==> src/rtl/module_regfile_wr_arbiter.sv <==
// Write-port arbiter for module_regfile: N_REQ writers share we3/a3/wd3, plus a clear sequencer zeroing regs 1..31.
// Grant is combinational; the granted write appears on the registered port one cycle later.
// stall_i blocks grants and clear writes; ARB_ROUND_ROBIN_EN selects round-robin, else fixed priority.
module module_regfile_wr_arbiter #(
  parameter int N_REQ = 2
) (
  input  logic                  clk_i,
  input  logic                  rst_i,
  input  logic [N_REQ-1:0]      req_i,
  input  logic [5*N_REQ-1:0]    a_i,
  input  logic [32*N_REQ-1:0]   wd_i,
  input  logic                  stall_i,
  input  logic                  clr_i,
  output logic [N_REQ-1:0]      gnt_o,
  output logic                  busy_o,
  output logic                  we3_o,
  output logic [4:0]            a3_o,
  output logic [31:0]           wd3_o
);

  localparam int IDX_W = $clog2(N_REQ);

  typedef enum logic {ARB, CLEAR} state_t;

  state_t           state;
  logic [4:0]       cnt;
  logic             found;
  logic [IDX_W-1:0] win;
  logic [IDX_W-1:0] cand;
  logic [4:0]       sel_a;
  logic [31:0]      sel_wd;
`ifdef ARB_ROUND_ROBIN_EN
  logic [IDX_W-1:0] last;
`endif

  assign busy_o = (state == CLEAR);

  // Winner search; rst_i, CLEAR, stall_i and clr_i all suppress granting.
  always_comb begin
    found = 1'b0;
    win   = '0;
    cand  = '0;
    if (!rst_i && state == ARB && !stall_i && !clr_i) begin
      for (int i = 0; i < N_REQ; i++) begin
`ifdef ARB_ROUND_ROBIN_EN
        cand = IDX_W'((int'(last) + 1 + i) % N_REQ);
`else
        cand = IDX_W'(i);
`endif
        if (!found && req_i[cand]) begin
          found = 1'b1;
          win   = cand;
        end
      end
    end
  end

  always_comb begin
    gnt_o  = '0;
    sel_a  = '0;
    sel_wd = '0;
    if (found) gnt_o[win] = 1'b1;
    for (int k = 0; k < N_REQ; k++) begin
      if (win == IDX_W'(k)) begin
        sel_a  = a_i[5*k +: 5];
        sel_wd = wd_i[32*k +: 32];
      end
    end
  end

  always_ff @(posedge clk_i) begin
    if (rst_i) begin
      state <= ARB;
      cnt   <= 5'd1;
      we3_o <= 1'b0;
      a3_o  <= '0;
      wd3_o <= '0;
`ifdef ARB_ROUND_ROBIN_EN
      last  <= IDX_W'(N_REQ - 1);
`endif
    end else begin
      we3_o <= 1'b0;
      case (state)
        ARB: begin
          if (clr_i) begin
            state <= CLEAR;
            cnt   <= 5'd1;
          end else if (found) begin
`ifdef ARB_ROUND_ROBIN_EN
            last <= win;
`endif
            // Writes to r0 are consumed but never reach the port.
            if (sel_a != 5'd0) begin
              we3_o <= 1'b1;
              a3_o  <= sel_a;
              wd3_o <= sel_wd;
            end
          end
        end
        CLEAR: begin
          if (!stall_i) begin
            we3_o <= 1'b1;
            a3_o  <= cnt;
            wd3_o <= '0;
            cnt   <= cnt + 5'd1;
            if (cnt == 5'd31) state <= ARB;
          end
        end
        default: state <= ARB;
      endcase
    end
  end

endmodule

==> config.mk <==
export PLATFORM = sky130hd
export DESIGN_NAME = module_regfile_wr_arbiter
export DESIGN_NICKNAME = d
export VERILOG_FILES = /design/src/rtl/module_regfile_wr_arbiter.sv
export SDC_FILE = /design/constraint.sdc
export NUM_CORES = 1
export LEC_CHECK = 0
export ABC_AREA = 0
export BUFFER_PORTS_ARGS = -buffer_cell sky130_fd_sc_hd__buf_4
export CORE_ASPECT_RATIO = 1.25
export CORE_MARGIN = 3
export CORE_UTILIZATION = 34
export DETAILED_ROUTE_END_ITERATION = 8
export PLACE_DENSITY_LB_ADDON = 0.08
export SLEW_MARGIN = 15
export SYNTH_ARGS = -nofsm -noshare
export SYNTH_HDL_FRONTEND = slang
export SYNTH_SLANG_ARGS = --single-unit
==> constraint.sdc <==
create_clock -name clk_i -period 3.6 [get_ports clk_i]
set_input_delay 0.72 -clock clk_i [delete_from_list [all_inputs] [get_ports clk_i]]
set_output_delay 0.72 -clock clk_i [all_outputs]
set_load 0.01 [all_outputs]
Yosys cells after proc, flatten, opt, wreduce, memory -nomap -nowiden
Cells that the tools add are included.
- input bits: 80
- output and inout bits: 41
- logic and storage cells: 60
- bits in registers: 44
- muxes and demuxes: 33
- $lt $le $gt $ge: 2
- bitwise logic cells: 1
- add/sub/neg operators: 1
- equality and inequality tests: 6
- reductions and logical operators: 12
- operator list (kind ; number):
    two-way mux 32 bit ; 5
    case mux 32 bit (2 select lines) ; 1
    two-way mux 5 bit ; 7
    case mux 5 bit (2 select lines) ; 2
    two-way mux 1 bit ; 14
    != test 2 bit, second input constant ; 4
    adder 5 x 1 -> 5 bit, second input constant ; 1
    == test 5 bit, second input constant ; 1
    logical AND 1 bit ; 5
    nonzero test 5 bit ; 1
    logical NOT 1 bit ; 4
    case mux 1 bit (2 select lines) ; 2
    AND reduction 4 bit ; 1
    < comparator 1 x 2 -> 1 bit, second input constant ; 1
    two-way mux 2 bit ; 1
    != test 2 x 1 -> 1 bit, second input constant ; 1
    AND reduction 2 bit ; 1
    demux 1 bit (select 1 bit) ; 1
    greater-or-equal comparator 1 bit, second input constant ; 1
    NOT 1 bit ; 1

Depth between registers and ports, before layout
Gate-level depths: netlist of run 1.
- depth after elaboration: 15
- mapped depth: 8
- depth with buffers taken out: 5

Least setup slack after synthesis of run 1
OpenSTA, ideal clock, no wires.
- kind: in2reg
- start: input port rst_i
- end: register wd3_o[12]
- setup time: 123 ps
- required time: 3477 ps
- path buffers: 3
- cell stages on the path: 7
- arrival: 2287 ps
- slack: 1190 ps
- cells stage by stage: or4_1 -> buf_2 -> o32ai_2 -> a41o_1 -> buf_6 -> buf_12 -> mux2_1
- word-level cells in the longest chain between the ends: 10
- elaborated cells on any way between the ends: 16
- classes of those cells: eq/ne (2); mux (8); reduce/logical (6)
- ends and longest elaborated chain (what ; RTL line ; RTL):
    from (decl) ; 8 ; input logic rst_i,
    logical NOT 1 bit ; 43 ; if (!rst_i && state == ARB && !stall_i && !clr_i) begin
    logical AND 1 bit (3 in a row) ; 43 ;
    two-way mux 1 bit ; 43 ;
    two-way mux 32 bit ; 64 ; if (win == IDX_W'(k)) begin
    two-way mux 32 bit ; 93 ; if (sel_a != 5'd0) begin
    two-way mux 32 bit ; 88 ; end else if (found) begin
    two-way mux 32 bit ; 85 ; if (clr_i) begin
    case mux 32 bit (2 select lines) ; 83 ; case (state)
    to (signal assigned) ; 96 ; wd3_o <= sel_wd;
    to (decl) ; 18 ; output logic [31:0] wd3_o
Several ways; a longest one is shown, not always the timed one. The select of a mux whose other input is x is not followed.
A chain may end at the register's enable or synchronous reset.

Worst setup path in the final report of run 1
- start: register state (netlist: busy_o)
- end: output port gnt_o[0]
- word-level cells in the longest chain between the ends: 10
- elaborated cells on any way between the ends: 12
- classes of those cells: order compare (2); mux (5); bitwise (1); reduce/logical (4)
- ends and longest elaborated chain (what ; RTL line ; RTL):
    from (decl) ; 25 ; state_t state;
    from (signal assigned) ; 73 ; state <= ARB;
    from (signal assigned) ; 86 ; state <= CLEAR;
    from (signal assigned) ; 106 ; if (cnt == 5'd31) state <= ARB;
    NOT 1 bit * ; - ;
    logical AND 1 bit * (3 in a row) ; 43 ;
    two-way mux 1 bit ; 43 ;
    < comparator 1 x 2 -> 1 bit (not written as such) / greater-or-equal comparator 1 bit (equally long branches) ; 62 ; if (found) gnt_o[win] = 1'b1;
    logical AND 1 bit (not written as such) ; 62 ;
    two-way mux 1 bit (not written as such) ; 62 ;
    demux 1 bit (select 1 bit) ; 62 ;
    two-way mux 2 bit * ; 62 ;
    to (decl) ; 14 ; output logic [N_REQ-1:0] gnt_o,
Every way passes the cells marked *; elsewhere a longest branch is shown, timed or not.

==> impl_metrics.tcl, run 1 <==
set metrics [dict create \
    powerDensity_nw_per_um2 330 \
    intPower_mw 0.854 \
    fin_crit_ps 2830 \
    holdBufCountCts 0 \
    status "finished clean" \
    drv_slew 0 \
    cts-resized-gates 0 \
    place_area_sq_um 3350 \
    skew_ps 4.94 \
    pwr-share-comb 0.210 \
    clkLatencyLatePin_ps 290 \
    syn_nets 343 \
    ys_ff_latch 44 \
    synth_area_leaders "dfxtp_1 37%, mux2i_1 18%, nor2b_1 3.9%, a21oi_1 3.8%, o21ai_0 3.6%" \
    yosysWarnings 0 \
    ctsRootBufferMaster "clkbuf_8" \
    synth_edf_count 0 \
    grt.met1_usage 0.201 \
    die_y_microns 99.6 \
    numCtsBuffers 5 \
    cts_tree "built" \
    synthDistinctLibCells 37 \
    ir_drop_v 0.000176 \
    netlist_instances 261 \
    p_sw_mw 0.287 \
    die_area_sq_um 8050 \
    syn_area_sq_um 2380 \
    clkPwrFrac 0.327 \
    max_freq_ghz 0.353 \
    slew_headroom 0.579 \
    rows 33 \
    drt_pass1_iterations 4 \
    avgSynthCellArea_sq_um 9.13 \
    grt_pass1_vias 2221 \
    startpoint_type "flip-flop" \
    met2_usage 0.278 \
    core_area_sq_um 6690 \
    grt_max_degree 34 \
    swShare 0.251 \
    rsz0062_at_grt "false" \
    viasPerCell 4.95 \
    worstPathMaxFanout 18 \
    antenna_cells 0 \
    pin_count 121 \
    htreeDepth 2 \
    gr-usage-all-layers 0.166 \
    drtIter0Drc 105 \
    ys.flop_type "dfxtp_1" \
    worst_slew_pin_slew_ps 632 \
    wl_per_cell_microns 14.5 \
    top_usage_layer "met2" \
    maxCapViolations 0 \
    area_growth_pct 45.1 \
    vias 2298 \
    pre_cts_ws_ps 629 \
    grt_pass1_wl_microns 10600 \
    die_x_microns 80.9 \
    crit_arrival_ps 2110 \
    p_leak_nw 1.64 \
    clkTransAtPathRegs_ps 80 \
    yosys.area.top_type "dfxtp_1" \
    cts_sinks 44 \
    finalNetCount 458 \
    period_share 0.787 \
    drc 0 \
    hold_class "reg2reg" \
    clk_path_buf_depth 2 \
    antenna_found_initial 0 \
    required_ps 2880 \
    overflow 0 \
    post-route-util 0.517 \
    finalHoldViolCount 0 \
    finalSetupTns_ps 0 \
    ant_nets 0 \
    final_area_sq_um 3460 \
    layout_setup_ws_ps 766 \
    use_met3 0.0543 \
    gp_congestion 0.851 \
    wirelength_microns 6740 \
    numPortBuffers 120 \
    nFillCells 677 \
    ys_seq_area_frac 0.370 \
    seqPwrFrac 0.464 \
    critPathCaptureType "output port" \
    start_util 0.356 \
    setup_viol 0 \
    path_class "reg2out" \
    drive_gt1_frac 0.387 \
    synth-async-reset-ratio 0 \
    cts_setup_buffers 0 \
    total_power_mw 1.14 \
    hpwl_microns 5100 \
    synth_top_area_frac 0.370 \
]
## power by group through the flow
stage	logic [mW]	clock network (mW)	registers (mW)
global placement	0.239	0	0.541
global route	0.263	0.403	0.533
floorplan	0.104	0	0.548
CTS	0.242	0.386	0.529
detailed placement	0.242	0	0.540
finish	0.239	0.373	0.529
## cell usage after synthesis (2+ instances only)
master,count
o31ai_1,3
nor3_1,3
inv_1,4
buf_6,3
nand3_1,16
a21oi_1,18
a21boi_0,2
dfxtp_1,44
nor2b_1,15
clkbuf_1,14
mux2_1,7
nand2b_1,8
a211oi_1,2
mux2i_1,43
nor2_1,9
a22oi_1,2
mux2_2,6
a311o_1,3
and3_1,3
nand2_1,22
o21ai_0,17
ha_1,2
## sequential cells by signal (all words and copies together) (netlist names)
signal	cells
we3_o	1
wd3_o	32
a3_o	5
cnt	5
busy_o	1
## metal layers
layer | vias to the layer above | share of wire
met5 | - | 0
met4 | 0 | 0.014
met3 | 8 | 0.090
met2 | 85 | 0.49
met1 | 1041 | 0.40
li1 | 1164 | -
## worst max-delay path, cell delays in order, from the launching register on
cell	delay [ps]
dfxtp_1	490
buf_4	280
nor4_4	460
buf_4	300
and2_1	160
buf_4	120
## cell families after synthesis
logic type,synth area share
AO/OA/AOI/OAI,0.136
adder cells (fa/ha/maj),0.0105
buffers and inverters,0.0562
flip-flops,0.370
multiplexers,0.242
AND/OR/NAND/NOR,0.186
## path summary, 6_finish.rpt
path / startpoint / endpoint / slack (ps) / depth (start not counted)
worst min-delay path: wd3_o[20] / wd3_o[20] / 460 / 2
worst max-delay path: busy_o / gnt_o[0] / 770 / 5
worst min register to register: wd3_o[20] / wd3_o[20] / 460 / 2
worst max register to register: busy_o / wd3_o[12] / 1080 / 5
## layout by cell type, fill, tap and decap left out, types with 2 or more instances in the layout
cell type,Yosys,final
a21boi_0,2,2
nor3_1,3,3
nand2_1,22,22
nor2b_1,15,15
clkbuf_8,0,5
nand2b_1,8,8
nand3_1,16,16
ha_1,2,2
dfxtp_1,44,44
o31ai_1,3,3
nor2_1,9,9
and3_1,3,3
mux2_1,7,7
a22oi_1,2,2
a211oi_1,2,2
inv_1,4,4
mux2i_1,43,43
a311o_1,3,3
mux2_2,6,6
a21oi_1,18,18
buf_4,1,128
o21ai_0,17,17
## layout make-up
type | instances | area, sq um | area share
clock buffers | 6 | 72.6 | 0.0210
clock inverters | 2 | 35.0 | 0.0101
flip-flops and latches | 44 | 881 | 0.255
well taps | 87 | 109 | 0.0315
repair buffers | 128 | 961 | 0.278
multi-input cells | 193 | 1380 | 0.400
inverters | 4 | 15.0 | 0.00434
## stage by stage
step	hold slack, ps	instances
floorplan	479	261
global placement	442	456
detailed placement	451	456
CTS	464	464
global route	482	464
finish	459	464
Power figures use the tool's default switching activity.
==> inputs of run 2 (changes only) <==
- clock period: 3.6 -> 2.6 ns (I/O delays scaled with it)
==> run 2 against run 1 <==
Against the previous run: sequential share of layout area fell by 0.52 points; count of clock-buffer cells in the layout rose by 1; flip-flop and latch count unchanged; total power grew 44%; worst hold slack improved by 1.8 ps; critical path depth down 1; clock power up 53%; critical path type unchanged; largest cell class unchanged; largest power group unchanged; highest routed layer unchanged.
==> impl_metrics.tcl, run 2 (same netlist as run 1, synthesis figures left out) <==
set metrics [dict create \
    ant_nets 0 \
    drv_slew 0 \
    dp.cells 463 \
    largest_register_ff_count 32 \
    ctsRootBufferMaster "clkbuf_8" \
    ir_drop_v 0.000250 \
    fin_crit_ps 2210 \
    pin_count 121 \
    p_leak_nw 1.69 \
    startpoint_type "flip-flop" \
    hold_ws_ps 460 \
    gr-usage-all-layers 0.163 \
    antenna_found_initial 0 \
    core_area_sq_um 6690 \
    hpwl_microns 5220 \
    skew_ps 7.07 \
    multi_input_area_sq_um 1380 \
    crit_arrival_ps 1690 \
    htreeDepth 2 \
    overflow 0 \
    rsz0062_at_grt "false" \
    hold_class "reg2reg" \
    layout_commonest_cell "buf_4" \
    status "finished clean" \
    numCtsBuffers 5 \
    fin_cells 471 \
    die_area_sq_um 8050 \
    top_regs "wd3_o: 32 flops, a3_o: 5 flops, cnt: 5 flops" \
    maxCapViolations 0 \
    finalNetCount 465 \
    top_register "wd3_o" \
    critPathCaptureType "output port" \
    cts-resized-gates 0 \
    setup_viol 0 \
    holdBufCountCts 0 \
    nFillCells 676 \
    finalSetupTns_ps 0 \
    worstPathMaxFanout 19 \
    grt_max_degree 20 \
    drtIter0Drc 83 \
    die_y_microns 99.6 \
    vias 2306 \
    clkTransAtPathRegs_ps 90 \
    viasPerCell 4.90 \
    most-common-layout-cells "135 x buf_4, 44 x dfxtp_1, 43 x mux2i_1" \
    clk_path_buf_depth 2 \
    powerDensity_nw_per_um2 465 \
    start_util 0.356 \
    finalHoldViolCount 0 \
    path_class "reg2out" \
    grt_pass1_vias 2175 \
    wirelength_microns 6700 \
    rows 33 \
    cts_sinks 44 \
    clkLatencyLatePin_ps 290 \
    worst_slew_pin_slew_ps 853 \
    wl_per_cell_microns 14.2 \
    drt_pass1_iterations 4 \
    cts_tree "built" \
    antenna_cells 0 \
    grt_pass1_wl_microns 10400 \
    drive_gt1_frac 0.401 \
    numPortBuffers 120 \
    rrSetupSlack_ps 450 \
    gp_congestion 0.859 \
    max_freq_ghz 0.452 \
    required_ps 2080 \
    cts_setup_buffers 0 \
    period_share 0.850 \
    area_growth_pct 48.1 \
    die_x_microns 80.9 \
    slew_headroom 0.431 \
    seqCellArea_sq_um 881 \
    total_power_mw 1.64 \
    drc 0 \
]
-- run 2: changes by cell type in the layout (fill, tap and decap cells not counted) --
cell / before / now
buf_4: 128 / 135
clkbuf_8: 5 / 7
clkbuf_1: 1 / 0
clkinv_2: 1 / 0
-- run 2: layer usage --
| metal | global-route usage | vias to the layer above | routed length (microns) |
|---|---|---|---|
| li1 | - | 1173 | - |
| met1 | 0.197 | 1047 | 2730 |
| met2 | 0.268 | 84 | 3300 |
| met3 | 0.0661 | 2 | 642 |
| met4 | 0.0390 | 0 | 29 |
| met5 | 0 | - | 0 |
-- run 2: final timing paths --
path	from	to	depth (start not counted)
setup / recovery	busy_o	gnt_o[0]	4
hold / removal	wd3_o[17]	wd3_o[17]	2
setup reg to reg	busy_o	wd3_o[4]	4
hold reg to reg	wd3_o[17]	wd3_o[17]	2
-- run 2: power by group --
part / switching (mW) / internal (mW)
sequential: 0.0198 / 0.710
combinational: 0.146 / 0.197
clock: 0.230 / 0.339
-- run 2: stage by stage --
step / setup slack, ps / cell area [sq um] / util
after global placement: 183 / 3400 / 0.508
after floorplan: 390 / 2380 / -
after CTS: 371 / 3530 / 0.527
after global routing: 239 / 3530 / 0.527
final: 389 / 3530 / 0.527
after detailed placement: 108 / 3400 / 0.508
-- run 2: worst max-delay path, cell delays in order, from the launching register on --
cell     delay [ps]
dfxtp_1         370
nor4_4          440
buf_4           310
and2_1          150
buf_4           110
-- run 2: cell type report --
class,instances,share of cell area
clock inverter,1,0.00851
sequential,44,0.250
clock buffer,7,0.0273
multi-input combinational,193,0.392
timing repair buffer,135,0.287
tap,87,0.0309
inverter,4,0.00426
==> inputs of run 3 (changes only) <==
- RECOVER_POWER: unset -> 100
==> run 3 against run 2 <==
Against the previous run: clock skew shrank 0.72 ps; final area decreased by 4.7%; sequential power about the same; combinational power down 9.0%; flip-flop and latch count stayed put; global-route usage did not move; largest cell class unchanged; critical endpoint is now wd3_o[13]; highest routed layer unchanged; count of clock-buffer cells in the layout did not move; clock power about the same; largest power group unchanged; sequential share of layout area up 1.2 points; cell count did not move; core utilization down 2.5 points.
==> impl_metrics.tcl, run 3 (same netlist as run 1, synthesis figures left out) <==
set metrics [dict create \
    status "finished clean" \
    start_util 0.356 \
    rr_endpoint "wd3_o[13]" \
    numCtsBuffers 5 \
    drv_slew 0 \
    die_area_sq_um 8050 \
    path_class "in2reg" \
    slew_headroom 0.434 \
    drtIter0Drc 70 \
    critical_path_cell_count 6 \
    drive_gt1_frac 0.286 \
    wirelength_microns 6690 \
    wl_per_cell_microns 14.2 \
    pin_count 121 \
    gp_congestion 0.859 \
    gr-usage-all-layers 0.163 \
    maxCapViolations 0 \
    crit_chain "buf_4 -> or4b_2 -> o31ai_1 -> a41o_1 -> clkbuf_1 -> mux2_1" \
    place_area_sq_um 3400 \
    viasPerCell 4.91 \
    required_ps 2780 \
    grt_pass1_vias 2175 \
    worst_slew_pin_slew_ps 850 \
    max_freq_ghz 0.424 \
    min_path_cells 2 \
    overflow 0 \
    clkLatencyLatePin_ps 290 \
    antenna_found_initial 0 \
    fin_crit_ps 2360 \
    cts_setup_buffers 0 \
    grt_pass1_wl_microns 10400 \
    r2r_cells 5 \
    nFillCells 713 \
    crit_path_top_delay_cell "or4b_2" \
    total_power_mw 1.61 \
    skew_ps 6.36 \
    finalSetupTns_ps 0 \
    htreeDepth 2 \
    top_register "wd3_o" \
    critPathCaptureType "flip-flop" \
    die_x_microns 80.9 \
    cts_sinks 44 \
    rrSetupSlack_ps 280 \
    startpoint_type "input pin" \
    hpwl_microns 5220 \
    finalNetCount 465 \
    ir_drop_v 0.000247 \
    finalHoldViolCount 0 \
    die_y_microns 99.6 \
    worstPathMaxFanout 7 \
    ant_nets 0 \
    antenna_cells 0 \
    drt_pass1_iterations 4 \
    clk_path_buf_depth 2 \
    holdBufCountCts 0 \
    hold_start "wd3_o[17]" \
    period_share 0.907 \
    critical_path_buf_inv_count 2 \
    hold_class "reg2reg" \
    ctsRootBufferMaster "clkbuf_8" \
    area_growth_pct 41.1 \
    rsz0062_at_grt "false" \
    core_area_sq_um 6690 \
    grt_max_degree 20 \
    vias 2313 \
    most-common-layout-cells "91 x buf_4, 44 x dfxtp_1, 44 x clkbuf_1" \
    top_regs "wd3_o: 32 flops, a3_o: 5 flops, cnt: 5 flops" \
    clkTransAtPathRegs_ps 80 \
    rows 33 \
    numPortBuffers 120 \
    hold_end "wd3_o[17]" \
    cts_tree "built" \
    largest_register_ff_count 32 \
    powerDensity_nw_per_um2 478 \
    layout_commonest_cell "buf_4" \
    p_leak_nw 1.51 \
    crit_arrival_ps 2540 \
    final_area_sq_um 3360 \
    cp_slowest_stage_delay_ps 660 \
    drc 0 \
    cp_top_family "simple AND/OR/NAND/NOR gates" \
    setup_viol 0 \
    rr_startpoint "busy_o" \
    cts-resized-gates 0 \
]
-- run 3: cell count changes in the layout (fill, tap and decap cells not counted) --
cell	previous run	this run
buf_4	135	91
clkbuf_1	0	44
-- run 3: power breakdown --
| group | switching (mW) | leakage, nW | internal (mW) |
|---|---|---|---|
| clock | 0.227 | 0.0645 | 0.339 |
| sequential | 0.0190 | 0.359 | 0.710 |
| combinational | 0.146 | 1.08 | 0.166 |
| total | 0.393 | 1.51 | 1.21 |
-- run 3: routing by layer --
layer	track usage	vias to the layer above	part of all wire
li1	-	1172	-
met1	0.197	1053	0.41
met2	0.268	86	0.49
met3	0.0661	2	0.093
met4	0.0390	0	0.0043
met5	0	-	0
-- run 3: area by class of cell --
type / count / area (sq um) / area share
clock buffer: 7 / 96.3 / 0.0287
tap: 87 / 109 / 0.0324
multi-input combinational: 193 / 1380 / 0.411
inverter: 4 / 15.0 / 0.00447
timing repair buffer: 135 / 848 / 0.252
clock inverter: 1 / 30.0 / 0.00893
sequential: 44 / 881 / 0.262
-- run 3: tightest hold or removal path: cells and delay by family, from the launching register on --
family,cells,cell delay [ps]
muxes,1,50
DFF,1,310
and+or+nand+nor,1,50
-- run 3: metrics by stage --
| step | hold slack, ps | setup slack (ps) | std cells | utilization |
|---|---|---|---|---|
| after floorplan | 479 | 390 | 261 | - |
| after global placement | 442 | 183 | 463 | 0.508 |
| after detailed placement | 453 | 108 | 463 | 0.508 |
| after CTS | 465 | 371 | 471 | 0.527 |
| after global routing | 473 | 156 | 471 | 0.503 |
| final | 458 | 242 | 471 | 0.503 |
-- run 3: worst max path at each step --
stage                           end     start  slack (ps)
final                     wd3_o[13]  req_i[0]         240
after global routing      wd3_o[13]    busy_o         160
after CTS                  gnt_o[0]    busy_o         370
after detailed placement  wd3_o[14]     rst_i         110
after global placement    wd3_o[13]  req_i[0]         180
after floorplan           wd3_o[12]     rst_i         390
